**src/rtl/trap_controller_pkg.sv**
```systemverilog
// Shared definitions for the SPARC V8 trap sequencer: trap type codes and
// sequencer state encoding.
package trap_controller_pkg;

    localparam logic [7:0] TT_INST_ACCESS  = 8'h01;
    localparam logic [7:0] TT_ILLEGAL_INST = 8'h02;
    localparam logic [7:0] TT_PRIV_INST    = 8'h03;
    localparam logic [7:0] TT_FP_DISABLED  = 8'h04;
    localparam logic [7:0] TT_WIN_OVF      = 8'h05;
    localparam logic [7:0] TT_WIN_UNF      = 8'h06;
    localparam logic [7:0] TT_MEM_ALIGN    = 8'h07;
    localparam logic [7:0] TT_FP_EXC       = 8'h08;
    localparam logic [7:0] TT_DATA_ACCESS  = 8'h09;
    localparam logic [7:0] TT_TAG_OVF      = 8'h0A;

    localparam logic [7:0] TT_INTR_BASE    = 8'h10;
    localparam logic [7:0] TT_TICC_BASE    = 8'h80;

    typedef enum logic [2:0] {
        ST_IDLE   = 3'd0,
        ST_ENTRY1 = 3'd1,
        ST_ENTRY2 = 3'd2,
        ST_ENTRY3 = 3'd3,
        ST_ERROR  = 3'd4
    } trap_state_t;

endpackage

```
**src/rtl/trap_controller_prio_enc.sv**
```systemverilog
// Combinational trap priority encoder: picks the highest-priority pending
// trap source in V8 order and reports whether it is synchronous.
module trap_prio_enc
    import trap_controller_pkg::*;
#(
    parameter int NUM_EXC = 10,
    parameter int TT_W    = 8
) (
    input  logic [NUM_EXC-1:0] exc_req,
    input  logic               ticc_req,
    input  logic [6:0]         ticc_num,
    input  logic [3:0]         irl,
    input  logic [3:0]         pil,
    input  logic               et,
    output logic               valid,
    output logic [TT_W-1:0]    tt,
    output logic               is_sync
);

    logic intr_ok;

    // Sources are applied lowest priority first so later assignments win.
    always_comb begin
        intr_ok = et && (irl != 4'd0) && ((irl == 4'hF) || (irl > pil));
        valid   = 1'b0;
        tt      = '0;
        is_sync = 1'b0;
        if (intr_ok) begin
            valid = 1'b1;
            tt    = TT_W'(TT_INTR_BASE) | TT_W'(irl);
        end
        if (ticc_req) begin
            valid   = 1'b1;
            is_sync = 1'b1;
            tt      = TT_W'(TT_TICC_BASE) | TT_W'(ticc_num);
        end
        for (int i = NUM_EXC - 1; i >= 3; i--) begin
            if (exc_req[i]) begin
                valid   = 1'b1;
                is_sync = 1'b1;
                tt      = TT_W'(i + 1);
            end
        end
        // Privileged instruction (bit 2) outranks illegal instruction (bit 1).
        if (exc_req[1]) begin
            valid   = 1'b1;
            is_sync = 1'b1;
            tt      = TT_W'(TT_ILLEGAL_INST);
        end
        if (exc_req[2]) begin
            valid   = 1'b1;
            is_sync = 1'b1;
            tt      = TT_W'(TT_PRIV_INST);
        end
        if (exc_req[0]) begin
            valid   = 1'b1;
            is_sync = 1'b1;
            tt      = TT_W'(TT_INST_ACCESS);
        end
    end

endmodule

```
**src/rtl/trap_controller.sv**
```systemverilog
// SPARC V8 trap entry sequencer: selects a trap in IDLE, then drives the
// TBR/PSR/CWP, PC-save and fetch-redirect strobes over three cycles.
module trap_controller
    import trap_controller_pkg::*;
#(
    parameter int NUM_EXC = 10,
    parameter int TT_W    = 8
) (
    input  logic               Clk,
    input  logic               Clr,
    input  logic [NUM_EXC-1:0] exc_req,
    input  logic               ticc_req,
    input  logic [6:0]         ticc_num,
    input  logic [3:0]         irl,
    input  logic [3:0]         pil,
    input  logic               et,
    input  logic               s,
    output logic [TT_W-1:0]    tbr_tt,
    output logic               tbr_en,
    output logic               psr_trap_wr,
    output logic               cwp_dec,
    output logic               save_pc_wr,
    output logic               save_npc_wr,
    output logic               pc_load_tbr,
    output logic               trap_ack,
    output logic               busy,
    output logic               error_mode
);

    trap_state_t     state_q, state_d;
    logic [TT_W-1:0] tt_q, tt_d;
    logic tbr_en_q, tbr_en_d, psr_wr_q, psr_wr_d, cwp_dec_q, cwp_dec_d;
    logic ack_q, ack_d, save_pc_q, save_pc_d, save_npc_q, save_npc_d;
    logic pc_load_q, pc_load_d, busy_q, busy_d, err_q, err_d;

    logic            enc_valid;
    logic [TT_W-1:0] enc_tt;
    logic            enc_sync;

    trap_prio_enc #(.NUM_EXC(NUM_EXC), .TT_W(TT_W)) u_prio (
        .exc_req  (exc_req),
        .ticc_req (ticc_req),
        .ticc_num (ticc_num),
        .irl      (irl),
        .pil      (pil),
        .et       (et),
        .valid    (enc_valid),
        .tt       (enc_tt),
        .is_sync  (enc_sync)
    );

    // Outputs are registered from the next-state decode so each strobe is
    // high exactly while the FSM sits in the matching state.
    always_comb begin
        state_d    = state_q;
        tt_d       = tt_q;
        tbr_en_d   = 1'b0;
        psr_wr_d   = 1'b0;
        cwp_dec_d  = 1'b0;
        ack_d      = 1'b0;
        save_pc_d  = 1'b0;
        save_npc_d = 1'b0;
        pc_load_d  = 1'b0;
        busy_d     = 1'b0;
        err_d      = err_q;
        case (state_q)
            ST_IDLE: begin
                if (enc_valid) begin
                    busy_d = 1'b1;
                    if (enc_sync && !et) begin
                        state_d = ST_ERROR;
                        err_d   = 1'b1;
                    end else begin
                        state_d   = ST_ENTRY1;
                        tt_d      = enc_tt;
                        tbr_en_d  = 1'b1;
                        psr_wr_d  = 1'b1;
                        cwp_dec_d = 1'b1;
                        ack_d     = 1'b1;
                    end
                end
            end
            ST_ENTRY1: begin
                state_d   = ST_ENTRY2;
                save_pc_d = 1'b1;
                busy_d    = 1'b1;
            end
            ST_ENTRY2: begin
                state_d    = ST_ENTRY3;
                save_npc_d = 1'b1;
                pc_load_d  = 1'b1;
                busy_d     = 1'b1;
            end
            ST_ENTRY3: state_d = ST_IDLE;
            ST_ERROR: begin
                busy_d = 1'b1;
                err_d  = 1'b1;
            end
            default: state_d = ST_IDLE;
        endcase
    end

    always_ff @(posedge Clk or posedge Clr) begin
        if (Clr) begin
            state_q    <= ST_IDLE;
            tt_q       <= '0;
            tbr_en_q   <= 1'b0;
            psr_wr_q   <= 1'b0;
            cwp_dec_q  <= 1'b0;
            ack_q      <= 1'b0;
            save_pc_q  <= 1'b0;
            save_npc_q <= 1'b0;
            pc_load_q  <= 1'b0;
            busy_q     <= 1'b0;
            err_q      <= 1'b0;
        end else begin
            state_q    <= state_d;
            tt_q       <= tt_d;
            tbr_en_q   <= tbr_en_d;
            psr_wr_q   <= psr_wr_d;
            cwp_dec_q  <= cwp_dec_d;
            ack_q      <= ack_d;
            save_pc_q  <= save_pc_d;
            save_npc_q <= save_npc_d;
            pc_load_q  <= pc_load_d;
            busy_q     <= busy_d;
            err_q      <= err_d;
        end
    end

    // PSR.S is consumed by the datapath on psr_trap_wr; the sequencer itself
    // does not need it.
    logic unused_s;
    assign unused_s = s;

    assign tbr_tt      = tt_q;
    assign tbr_en      = tbr_en_q;
    assign psr_trap_wr = psr_wr_q;
    assign cwp_dec     = cwp_dec_q;
    assign trap_ack    = ack_q;
    assign save_pc_wr  = save_pc_q;
    assign save_npc_wr = save_npc_q;
    assign pc_load_tbr = pc_load_q;
    assign error_mode  = err_q;
    // Stall goes up in the detecting cycle, before the FSM has moved.
    assign busy = busy_q | ((state_q == ST_IDLE) && enc_valid && !Clr);

endmodule
```
**config.mk**
```make
export PLATFORM = sky130hd
export DESIGN_NAME = trap_controller
export DESIGN_NICKNAME = d
export VERILOG_FILES = /design/src/rtl/trap_controller_pkg.sv /design/src/rtl/trap_controller_prio_enc.sv /design/src/rtl/trap_controller.sv
export SDC_FILE = /design/constraint.sdc
export NUM_CORES = 1
export LEC_CHECK = 0
export CAP_MARGIN = 30
export CORE_MARGIN = 2
export CORE_UTILIZATION = 37
export CTS_CLUSTER_SIZE = 30
export DETAILED_ROUTE_END_ITERATION = 8
export GPL_TIMING_DRIVEN = 0
export PLACE_DENSITY = 0.75
export REMOVE_ABC_BUFFERS = 1
export SYNTH_ARGS = -nofsm -noshare
export SYNTH_HDL_FRONTEND = slang
export SYNTH_SLANG_ARGS = --single-unit
```
**constraint.sdc**
```tcl
create_clock -name Clk -period 2.1 [get_ports Clk]
set_input_delay 0.525 -clock Clk [delete_from_list [all_inputs] [get_ports Clk]]
set_output_delay 0.525 -clock Clk [all_outputs]
set_load 0.01 [all_outputs]
```
==> results of run 1 <==
[cell families (layout without fill, tap and decap cells)]
kind of cell    count (synthesis)  in the layout  share of synthesized area [%]
simple gates                   35             35                           19.5
compound gates                 27             27                           19.2
buf+inv                        22             84                           10.3
flops                          16             16                           38.5
mux                             6              6                           6.73
fa+ha+maj                       5              5                           5.77
[synth_stat cells, drive strengths merged]
| cell type | n | area share [%] |
|---|---|---|
| clkbuf | 1 | 0.36 |
| or2 | 2 | 1.2 |
| a22o | 1 | 0.84 |
| mux2i | 4 | 3.8 |
| nor4 | 3 | 2.4 |
| o311a | 1 | 1.1 |
| or3 | 3 | 2.4 |
| o2bb2ai | 1 | 0.84 |
| a2111oi | 2 | 1.7 |
| maj3 | 1 | 0.96 |
| dfrtp | 16 | 38 |
| nor2b | 1 | 0.60 |
| and2 | 1 | 0.60 |
| and4 | 1 | 0.84 |
| o211ai | 2 | 1.4 |
| nor3b | 3 | 2.2 |
| nand2 | 7 | 2.5 |
| nand3b | 1 | 0.72 |
| ha | 4 | 4.8 |
| a211oi | 4 | 3.4 |
| a21oi | 9 | 4.3 |
| nand2b | 1 | 0.60 |
| nor3 | 7 | 3.4 |
| buf | 5 | 4.0 |
| inv | 16 | 6.0 |
| o31ai | 1 | 0.72 |
| o21ai | 3 | 2.5 |
| a32oi | 1 | 0.84 |
| nor2 | 4 | 1.4 |
| nand4 | 1 | 0.60 |
| mux2 | 2 | 2.9 |
| o311ai | 1 | 0.84 |
| o21bai | 1 | 0.72 |
[per-stage QoR]
stage                     setup TNS, ps  std cells
after floorplan                    -208        105
after global placement            -6220        181
after detailed placement          -6710        181
after CTS                          -226        204
after global routing               -458        204
final                              -291        204
[timing repair]
| item | 4_1_cts | 5_1_grt |
|---|---|---|
| setup buffers | 20 | 2 |
| pin swaps | 14 | 6 |
| resized for setup | 84 | 7 |
| setup endpoints to repair | 14 | 7 |
[area by class of cell]
cell class	instances	area (sq um)
flip-flops and latches	16	400
multi-input cells	73	629
fillers	241	1000
repair buffers	65	551
inverters	16	66.3
well taps	31	38.8
clock buffers	3	22.5
[state kept, by name (all words and copies together) (netlist names)]
signal       flops
tbr_tt           8
state_q          3
busy_q           1
error_mode       1
pc_load_tbr      1
save_pc_wr       1
trap_ack         1
[metal layers]
metal  vias up  GRT usage, %  wire length [um]
li1        520             -                 -
met1       521          21.1              1120
met5         -             0                 0
met2        58          34.2              1660
met3         8          6.12               254
met4         0          6.31                70
[how the worst max path moves through the flow]
stage | slack, ps | to | start
after floorplan | -210 | busy | pil[1]
after global placement | -1300 | busy | irl[1]
after detailed placement | -1340 | busy | irl[0]
after CTS | -230 | busy | irl[1]
after global routing | -420 | busy | irl[1]
final | -290 | busy | irl[1]
[worst max-delay path: stages]
cell	delay, ps
buf_8	100
ha_4	250
nor2b_4	120
o211ai_1	170
a211oi_4	280
a21oi_2	90
o21bai_1	160
buf_2	160
[where the power goes]
group | leakage (uW) | internal [uW] | switching [uW]
sequential | 0.000201 | 396 | 71.3
combinational | 0.000524 | 323 | 246
clock | 0.0000138 | 66.6 | 90.1
==> out/qor.txt, run 1 <==
PortBufs - 45
pin count of the biggest net entering global routing - 18
H-tree Lvls - 1
initial antenna violation count - 0
Core ar. - 2710 sq um
status - finished with violations
CTS Buf Count - 3
Startpoint Class - input port
placed inst area - 1490 sq um
min-delay src - error_mode
Post-Syn Area - 1040 sq um
highest-count cells in the layout ignoring fill and taps - clkdlybuf4s50_1 (25), buf_4 (21), dfrtp_1 (16)
crit-path max FO - 2
Final Cycle Share - 114%
final worst slack - -291 ps
Tmin final - 2390 ps
die area - 3250 sq um
power per cell area - 698 nW/um^2
Iteration-0 DRC Markers - 32
failing checks - setup timing
Min-Delay Path Depth - 2
Warnings, synthesis - 0
initial core utilization - 38.4%
setup repair after global routing missed its margin - yes
number of max-cap violations - 0
Crit path arrival time - 1870 ps
RR Startpoint - state_q[0]
R2R cell count - 5
Die Wd - 57.0 um
HPWL Detailed - 2040 um
number of global-route vias before repair - 1108
# clock sinks - 16
leak pwr - 0.000738 uW
Root Buffer - clkbuf_4
Final setup viols - 1
Synth Instances - 111
Routed WL - 3100 um
Hold WC Path Type - reg -> reg
PnR Total Power - 1190 uW
gpl congestion - 0.742
Place WS - -1340 ps
DR DRC count - 0
Finished Core Util - 63.0%
clock latency on the worst-skew pair - 290 ps
drt via density - 5.43
Die Ht - 57.0 um
GR Util All Layers - 19.0%
gr ovfl total - 0
routed length per instance - 15.2 um
first-pass GRT wire length - 4910 um
worst slew pin tran - 496 ps
CTS Buffer Depth - 2
Seq/Total Area, Yosys - 38.5%
total number of vias - 1107
Nets - 209
antenna viol nets, final - 0
Antenna diodes - 0
commonest non-fill, non-tap cell in the layout - clkdlybuf4s50_1
setup slack, reg-to-reg - 470 ps
post-route cell area - 1710 sq um
DR pass1 iterations - 4
clk_skew - 11.5 ps
VDD IR max - 0.943 mV
Final Hold Viols - 0
IO Count - 47
synth unique cells - 40
worst hold slack - 477 ps
CP Data Required Time - 1570 ps
synthesized flop and latch total - 16
row cnt - 19
Syn-to-layout area delta - 64.1%
layout cell share with drive strength beyond 1 - 38.2%
reg2reg end - tbr_tt[1]
highest clock rate - 0.418 GHz
crit end category - output port
Worst-path clk slew - 80 ps
Slew Limit Fails - 0
Setup Crit Path Kind - in -> out
Slew HR - 66.6%
Mean Syn Cell Area - 9.38 sq um
Min-Delay Endpoint - error_mode
CTS tree - done
hold-fix buffers at CTS - 0
No activity file was read; power rests on OpenSTA's default activity.
==> run 2: changes to the inputs <==
--- a/config.mk
+++ b/config.mk
@@ -5,13 +5,14 @@
 export SDC_FILE = /design/constraint.sdc
 export NUM_CORES = 1
 export LEC_CHECK = 0
+export ABC_AREA = 1
 export CAP_MARGIN = 30
 export CORE_MARGIN = 2
-export CORE_UTILIZATION = 37
+export CORE_UTILIZATION = 39
 export CTS_CLUSTER_SIZE = 30
 export DETAILED_ROUTE_END_ITERATION = 8
 export GPL_TIMING_DRIVEN = 0
-export PLACE_DENSITY = 0.75
+export PLACE_DENSITY = 0.76
 export REMOVE_ABC_BUFFERS = 1
 export SYNTH_ARGS = -nofsm -noshare
 export SYNTH_HDL_FRONTEND = slang
==> run 2 against run 1 <==
The run still ends with setup timing left. Total power shrank 41%. Die area is 5.4% higher. Critical path depth is 6 higher. Combinational power fell by 66%. Final cell count is 21% higher. Highest routed layer unchanged. Sequential power down 34%. Register-to-register slack better by 210 ps. Non-clock buffer count fell by 7.
==> out/qor.txt, run 2 <==
Critical Path Max Stage Delay - 260 ps (-20 ps)
NetSw - 187 uW (-54%)
number of max-cap violations - 0 (unchanged)
Final Hold Viols - 0 (unchanged)
initial antenna violation count - 0 (unchanged)
Nets - 251 (+20%)
number of global-route vias before repair - 1148 (+3.6%)
Root Buffer - clkbuf_4
synthesized flop and latch total - 16 (unchanged)
Antenna diodes - 0 (unchanged)
final worst slack - -113 ps (+179 ps)
Iteration-0 DRC Markers - 42 (+31%)
clock group share of total power - 28.6% (+16 points)
PortBufs - 45 (unchanged)
Routed WL - 3050 um (-1.7%)
CTS Buf Count - 3 (unchanged)
max reg flops - 8 (unchanged)
leak pwr - 0.000888 uW (+20%)
HPWL Detailed - 2210 um (+8.0%)
simple-gate portion of the synthesized area - 35.8% (+16 points)
Final Cycle Share - 105% (-8.5 points)
GR Util All Layers - 18.6% (-0.38 points)
Fillers - 223 (-7.5%)
Setup Crit Path Kind - in -> out
layout cell share with drive strength beyond 1 - 32.4% (-5.7 points)
Startpoint Class - input port
CTS tree - done
gpl congestion - 0.876 (+18%)
xor and xnor area share after synthesis - 0% (unchanged)
Post-Synth Adder-Cell Area - 4.31% (-1.5 points)
H-tree Lvls - 1 (unchanged)
Die Wd - 58.6 um (+2.7%)
highest clock rate - 0.452 GHz (+8.1%)
gr ovfl total - 0 (unchanged)
uppermost layer routed - met4
WL met1 - 1280 um (+14%)
Warnings, synthesis - 0 (unchanged)
Top FF cell, synth - dfrtp_1
clock latency on the worst-skew pair - 290 ps (about the same)
Comb pwr share - 27.3% (-20 points)
row cnt - 19 (unchanged)
synth unique cells - 31 (-23%)
clk_skew - 3.30 ps (-8.21 ps)
PnR Total Power - 698 uW (-41%)
crit end category - output port
Post-Syn Area - 1160 sq um (+12%)
setup TNS - -113 ps (+179 ps)
Syn-to-layout area delta - 58.8%
setup repair after global routing missed its margin - yes
VDD IR max - 0.413 mV (-56%)
worst hold slack - 488 ps (+11.8 ps)
initial core utilization - 41.7% (+3.3 points)
Hold WC Path Type - reg -> reg
most frequent cell after synthesis - nand2_1
EDFF count, synth - 0 (unchanged)
worst slew pin tran - 601 ps (+105 ps)
Tmin final - 2210 ps (-179 ps)
metal2 WL - 1630 um (-1.7%)
commonest non-fill, non-tap cell in the layout - nand2_1
crit-path max FO - 3 (+1)
antenna viol nets, final - 0 (unchanged)
DR WL met3 - 112 um (-56%)
internal power - 510 uW (-35%)
DP Cell Count - 230 (+27%)
compound-gate portion of the synthesized area - 11.1% (-8.1 points)
top cell type's share of synthesized area - 34.5% (-4.0 points)
slowest CP cell - ha_4
Seq/Total Area, Yosys - 34.5% (-4.0 points)
hold-fix buffers at CTS - 0 (unchanged)
routed length per instance - 12.4 um (-19%)
switch share - 26.9% (-7.3 points)
Die Ht - 58.6 um (+2.7%)
total number of vias - 1180 (+6.6%)
Non-Filler Instances - 247 (+21%)
Final setup viols - 1 (unchanged)
IO Count - 47 (unchanged)
CTS Buffer Depth - 2 (unchanged)
pin count of the biggest net entering global routing - 17 (-1)
Core ar. - 2780 sq um (+2.6%)
cells along the critical path - buf_6 -> inv_4 -> ha_4 -> nand2_2 -> inv_2 -> nand2_2 -> nand2_1 -> nand2_1 -> nand2_2 -> nand2_4 -> nand2_4 -> nand2_2 -> o21bai_1 -> buf_2
Synth Instances - 158 (+42%)
# clock sinks - 16 (unchanged)
Crit path arrival time - 1690 ps (-180 ps)
Slew HR - 59.9% (-6.7 points)
drt via density - 4.78 (-12%)
cell mode on critical path - nand2_2
Mean Syn Cell Area - 7.35 sq um (-22%)
Slew Limit Fails - 0 (unchanged)
mux contribution to synthesized area - 0% (-6.7 points)
most area-consuming cells after synthesis - dfrtp_1 (34%), nand2_1 (12%), inv_1 (7.8%)
die area - 3430 sq um (+5.4%)
DR DRC count - 0 (unchanged)
Worst-path clk slew - 90 ps (about the same)
DR pass1 iterations - 4 (unchanged)
status - finished with violations
commonest cells in the netlist - nand2_1 (38), inv_1 (24), dfrtp_1 (16)
largest family of logic cells by synthesized area - simple AND/OR/NAND/NOR gates
CP Data Required Time - 1570 ps (about the same)
asr flop ratio synth - 100% (unchanged)
Finished Core Util - 66.3% (+3.3 points)
Reg power frac - 44.1% (+4.9 points)
power per cell area - 378 nW/um^2 (-46%)
failing checks - setup timing
first-pass GRT wire length - 4950 um (+1.0%)
Yosys top cell by area - dfrtp_1
highest-count cells in the layout ignoring fill and taps - nand2_1 (32), clkdlybuf4s50_1 (25), inv_1 (19)
[run 2: cell types whose count changed after synthesis, sizes merged, moves of 4 or more]
cell,change
nand2,+34
nand3,+8
nor2,+13
inv,+19
mux2i,-4
a211oi,-4
nand4,+4
[run 2: repair_timing]
action | in CTS | in global routing
endpoints found under the hold margin | 0 | 0
setup buffers | 10 | 3
pin swaps | 13 | 8
setup endpoints to repair | 4 | 1
resized for setup | 77 | 4
gates cloned | 0 | 0
[run 2: stage by stage]
step,area (sq um),setup WS [ps]
after detailed placement,1620,-1090
after global placement,1620,-1070
after CTS,1810,-136
final,1840,-113
after floorplan,1130,-19.2
after global routing,1840,-186
[run 2: cell families (layout without fill, tap and decap cells)]
family          count (synthesis)  after routing
flops                          16             16
compound gates                 20             20
fa+ha+maj                       4              4
simple gates                   78             78
buf+inv                        40             98
[run 2: area by class of cell]
cell class,count,area (sq um),share of cell area [%]
repair buffers,58,538,29.2
inverters,36,141,7.67
clock buffers,4,36.3,1.97
well taps,31,38.8,2.10
multi-input cells,102,689,37.4
flip-flops and latches,16,400,21.7
[run 2: critical path: cells and delay by family]
family	cells	cell delay, ps
and+or+nand+nor	8	470
buffers and inverters	4	300
adders and majority gates	1	260
AOI/OAI and AO/OA	1	120
[run 2: path summary, 6_finish.rpt]
path,end,cells after the start,slack [ps],startpoint
setup / recovery,busy,14,-110,pil[3]
hold / removal,error_mode,1,490,error_mode
setup reg to reg,tbr_tt[7],7,680,state_q[1]
hold reg to reg,error_mode,1,490,error_mode
max in group asynchronous,tbr_tt[2],2,1080,Clr
min in group asynchronous,state_q[1],2,630,Clr
[run 2: metal layers]
metal | up-vias | track usage (%)
met5 | - | 0
met4 | 0 | 3.99
met3 | 4 | 4.62
met2 | 24 | 32.7
met1 | 541 | 23.1
li1 | 611 | -
[run 2: power groups by stage]
stage / Clock, uW / Sequential (uW) / Combinational, uW
after floorplan: 0 / 314 / 64.0
after global placement: 0 / 314 / 136
after detailed placement: 0 / 314 / 140
after CTS: 205 / 308 / 172
after global routing: 223 / 308 / 208
final: 199 / 308 / 191
==> run 3: changes to the inputs <==
--- a/config.mk
+++ b/config.mk
@@ -8,11 +8,12 @@
 export ABC_AREA = 1
 export CAP_MARGIN = 30
 export CORE_MARGIN = 2
-export CORE_UTILIZATION = 39
+export CORE_UTILIZATION = 40
+export CTS_BUF_LIST = sky130_fd_sc_hd__clkbuf_4
 export CTS_CLUSTER_SIZE = 30
 export DETAILED_ROUTE_END_ITERATION = 8
 export GPL_TIMING_DRIVEN = 0
-export PLACE_DENSITY = 0.76
+export PLACE_DENSITY = 0.78
 export REMOVE_ABC_BUFFERS = 1
 export SYNTH_ARGS = -nofsm -noshare
 export SYNTH_HDL_FRONTEND = slang
==> run 3 against run 2 <==
The flow still finishes with violations (setup timing). Global-route usage up 0.91 points. Total power down 8.2%. Core utilization down 0.88 points. Fmax up 0.29%. Sequential cell count unchanged. Critical endpoint unchanged. Clock skew down 1.3 ps. Worst setup slack better by 6.3 ps. Critical path depth down 1. Largest cell class unchanged. Wire length down 2.1%. Critical path type unchanged.
==> out/qor.txt, run 3 (synthesis gave the netlist of run 2 again) <==
CTS Buf Count - 3 (unchanged)
gr ovfl total - 0 (unchanged)
hold-fix buffers at CTS - 0 (unchanged)
die area - 3350 sq um (-2.3%)
Slew HR - 62.2% (+2.3 points)
drt via density - 4.91 (+2.8%)
clock group share of total power - 23.9% (-4.7 points)
first-pass GRT wire length - 5180 um (+4.5%)
initial antenna violation count - 0 (unchanged)
Iteration-0 DRC Markers - 23 (-45%)
Die Ht - 57.9 um (-1.2%)
Routed WL - 2990 um (-2.1%)
Final setup viols - 1 (unchanged)
Tmin final - 2210 ps (-6.33 ps)
Core ar. - 2760 sq um (-0.85%)
clock latency on the worst-skew pair - 280 ps (about the same)
GR Util All Layers - 19.5% (+0.91 points)
CP Data Required Time - 1570 ps (about the same)
DR pass1 iterations - 4 (unchanged)
# clock sinks - 16 (unchanged)
crit-path max FO - 2 (-1)
power per cell area - 355 nW/um^2 (-6.1%)
Comb pwr share - 28.1% (+0.8 points)
crit end category - output port
Nets - 250 (-0.40%)
final worst slack - -107 ps (+6.33 ps)
Final Cycle Share - 105% (-0.30 points)
Crit path arrival time - 1680 ps (about the same)
routed length per instance - 12.2 um (-1.3%)
Setup Crit Path Kind - in -> out
leak pwr - 0.000872 uW (-1.7%)
row cnt - 19 (unchanged)
VDD IR max - 0.470 mV (+14%)
Final Hold Viols - 0 (unchanged)
Worst-path clk slew - 80 ps (about the same)
worst slew pin tran - 566 ps (-34.8 ps)
Place WS - -1100 ps (-9.55 ps)
gpl congestion - 0.884 (+0.96%)
PortBufs - 45 (unchanged)
setup repair after global routing missed its margin - yes
total number of vias - 1203 (+1.9%)
status - finished with violations
Antenna diodes - 0 (unchanged)
PnR Total Power - 641 uW (-8.2%)
failing checks - setup timing
highest clock rate - 0.453 GHz (+0.29%)
Die Wd - 57.9 um (-1.2%)
number of max-cap violations - 0 (unchanged)
H-tree Lvls - 1 (unchanged)
Startpoint Class - input port
pin count of the biggest net entering global routing - 17 (unchanged)
internal power - 464 uW (-9.1%)
clk_skew - 2.00 ps (-1.30 ps)
max reg flops - 8 (unchanged)
switch share - 27.6% (+0.71 points)
Reg power frac - 48.0% (+3.9 points)
HPWL Detailed - 2310 um (+4.5%)
Finished Core Util - 65.4% (-0.88 points)
initial core utilization - 42.1% (+0.36 points)
Slew Limit Fails - 0 (unchanged)
Hold WC Path Type - reg -> reg
NetSw - 177 uW (-5.7%)
setup TNS - -107 ps (+6.33 ps)
Root Buffer - clkbuf_4
number of global-route vias before repair - 1274 (+11%)
Fillers - 233 (+4.5%)
DR DRC count - 0 (unchanged)
layout cell share with drive strength beyond 1 - 31.8% (-0.63 points)
CTS Buffer Depth - 2 (unchanged)
antenna viol nets, final - 0 (unchanged)
IO Count - 47 (unchanged)
Syn-to-layout area delta - 55.4%
highest-count cells in the layout ignoring fill and taps - nand2_1 (33), clkdlybuf4s50_1 (24), inv_1 (19)
CTS tree - done
commonest non-fill, non-tap cell in the layout - nand2_1
## run 3: changes by cell type in the layout (fill, tap and decap cells not counted)
cell,change
ha_4,-1
buf_4,-1
nor2_2,+1
dlygate4sd2_1,+1
nand2_1,+1
inv_2,+1
inv_4,-1
nor2_1,-1
clkbuf_8,-1
clkdlybuf4s50_1,-1
ha_2,+1
nand2_4,-1
## run 3: critical path, cell delays in order
cell,delay [ps]
buf_8,100
ha_4,260
nand2_1,50
nand2_1,70
nand2_2,40
nand2_1,50
nand2_1,50
nand2_2,90
nand2_4,70
nand2_4,60
nand2_2,50
o21bai_1,120
buf_2,140
## run 3: worst paths after layout
check,start,endpoint,slack (ps),cells past startpoint
min in group asynchronous,Clr,tbr_tt[1],620,2
max reg2reg,state_q[1],tbr_tt[4],650,7
min reg2reg,error_mode,error_mode,490,1
max in group asynchronous,Clr,state_q[0],1110,2
min,error_mode,error_mode,490,1
max,irl[1],busy,-110,13
## run 3: per-layer routing
metal / vias up / share of wire (%) / track usage [%]
li1: 603 / - / -
met1: 559 / 39 / 20.9
met2: 35 / 54 / 37.0
met3: 6 / 5.2 / 5.13
met4: 0 / 1.3 / 6.31
met5: - / 0 / 0
## run 3: power by group through the flow
stage	Combinational, uW	Clock [uW]	Sequential [uW]
finish	180	153	308
global route	198	172	308
CTS	171	156	308
detailed placement	141	0	314
global placement	136	0	314
floorplan	64.0	0	314
## run 3: cell type report
type | count | area (sq um) | area share (%)
clock buffer | 3 | 22.5 | 1.25
inverter | 36 | 139 | 7.70
timing repair buffer | 57 | 529 | 29.3
multi-input combinational | 102 | 674 | 37.4
sequential | 16 | 400 | 22.2
tap | 31 | 38.8 | 2.15
## run 3: metrics by stage
step                      instance area [sq um]  hold WS, ps  instances
after floorplan                            1130          439        154
after global placement                     1620          452        230
after detailed placement                   1620          467        230
after CTS                                  1790          489        244
after global routing                       1800          525        245
final                                      1800          486        245
## run 3: what timing repair did
item                                   CTS  global route
setup buffers                           11             1
setup endpoints to repair                4             1
endpoints found under the hold margin    0             0
pin swaps                               12             7
resized for setup                       77             1
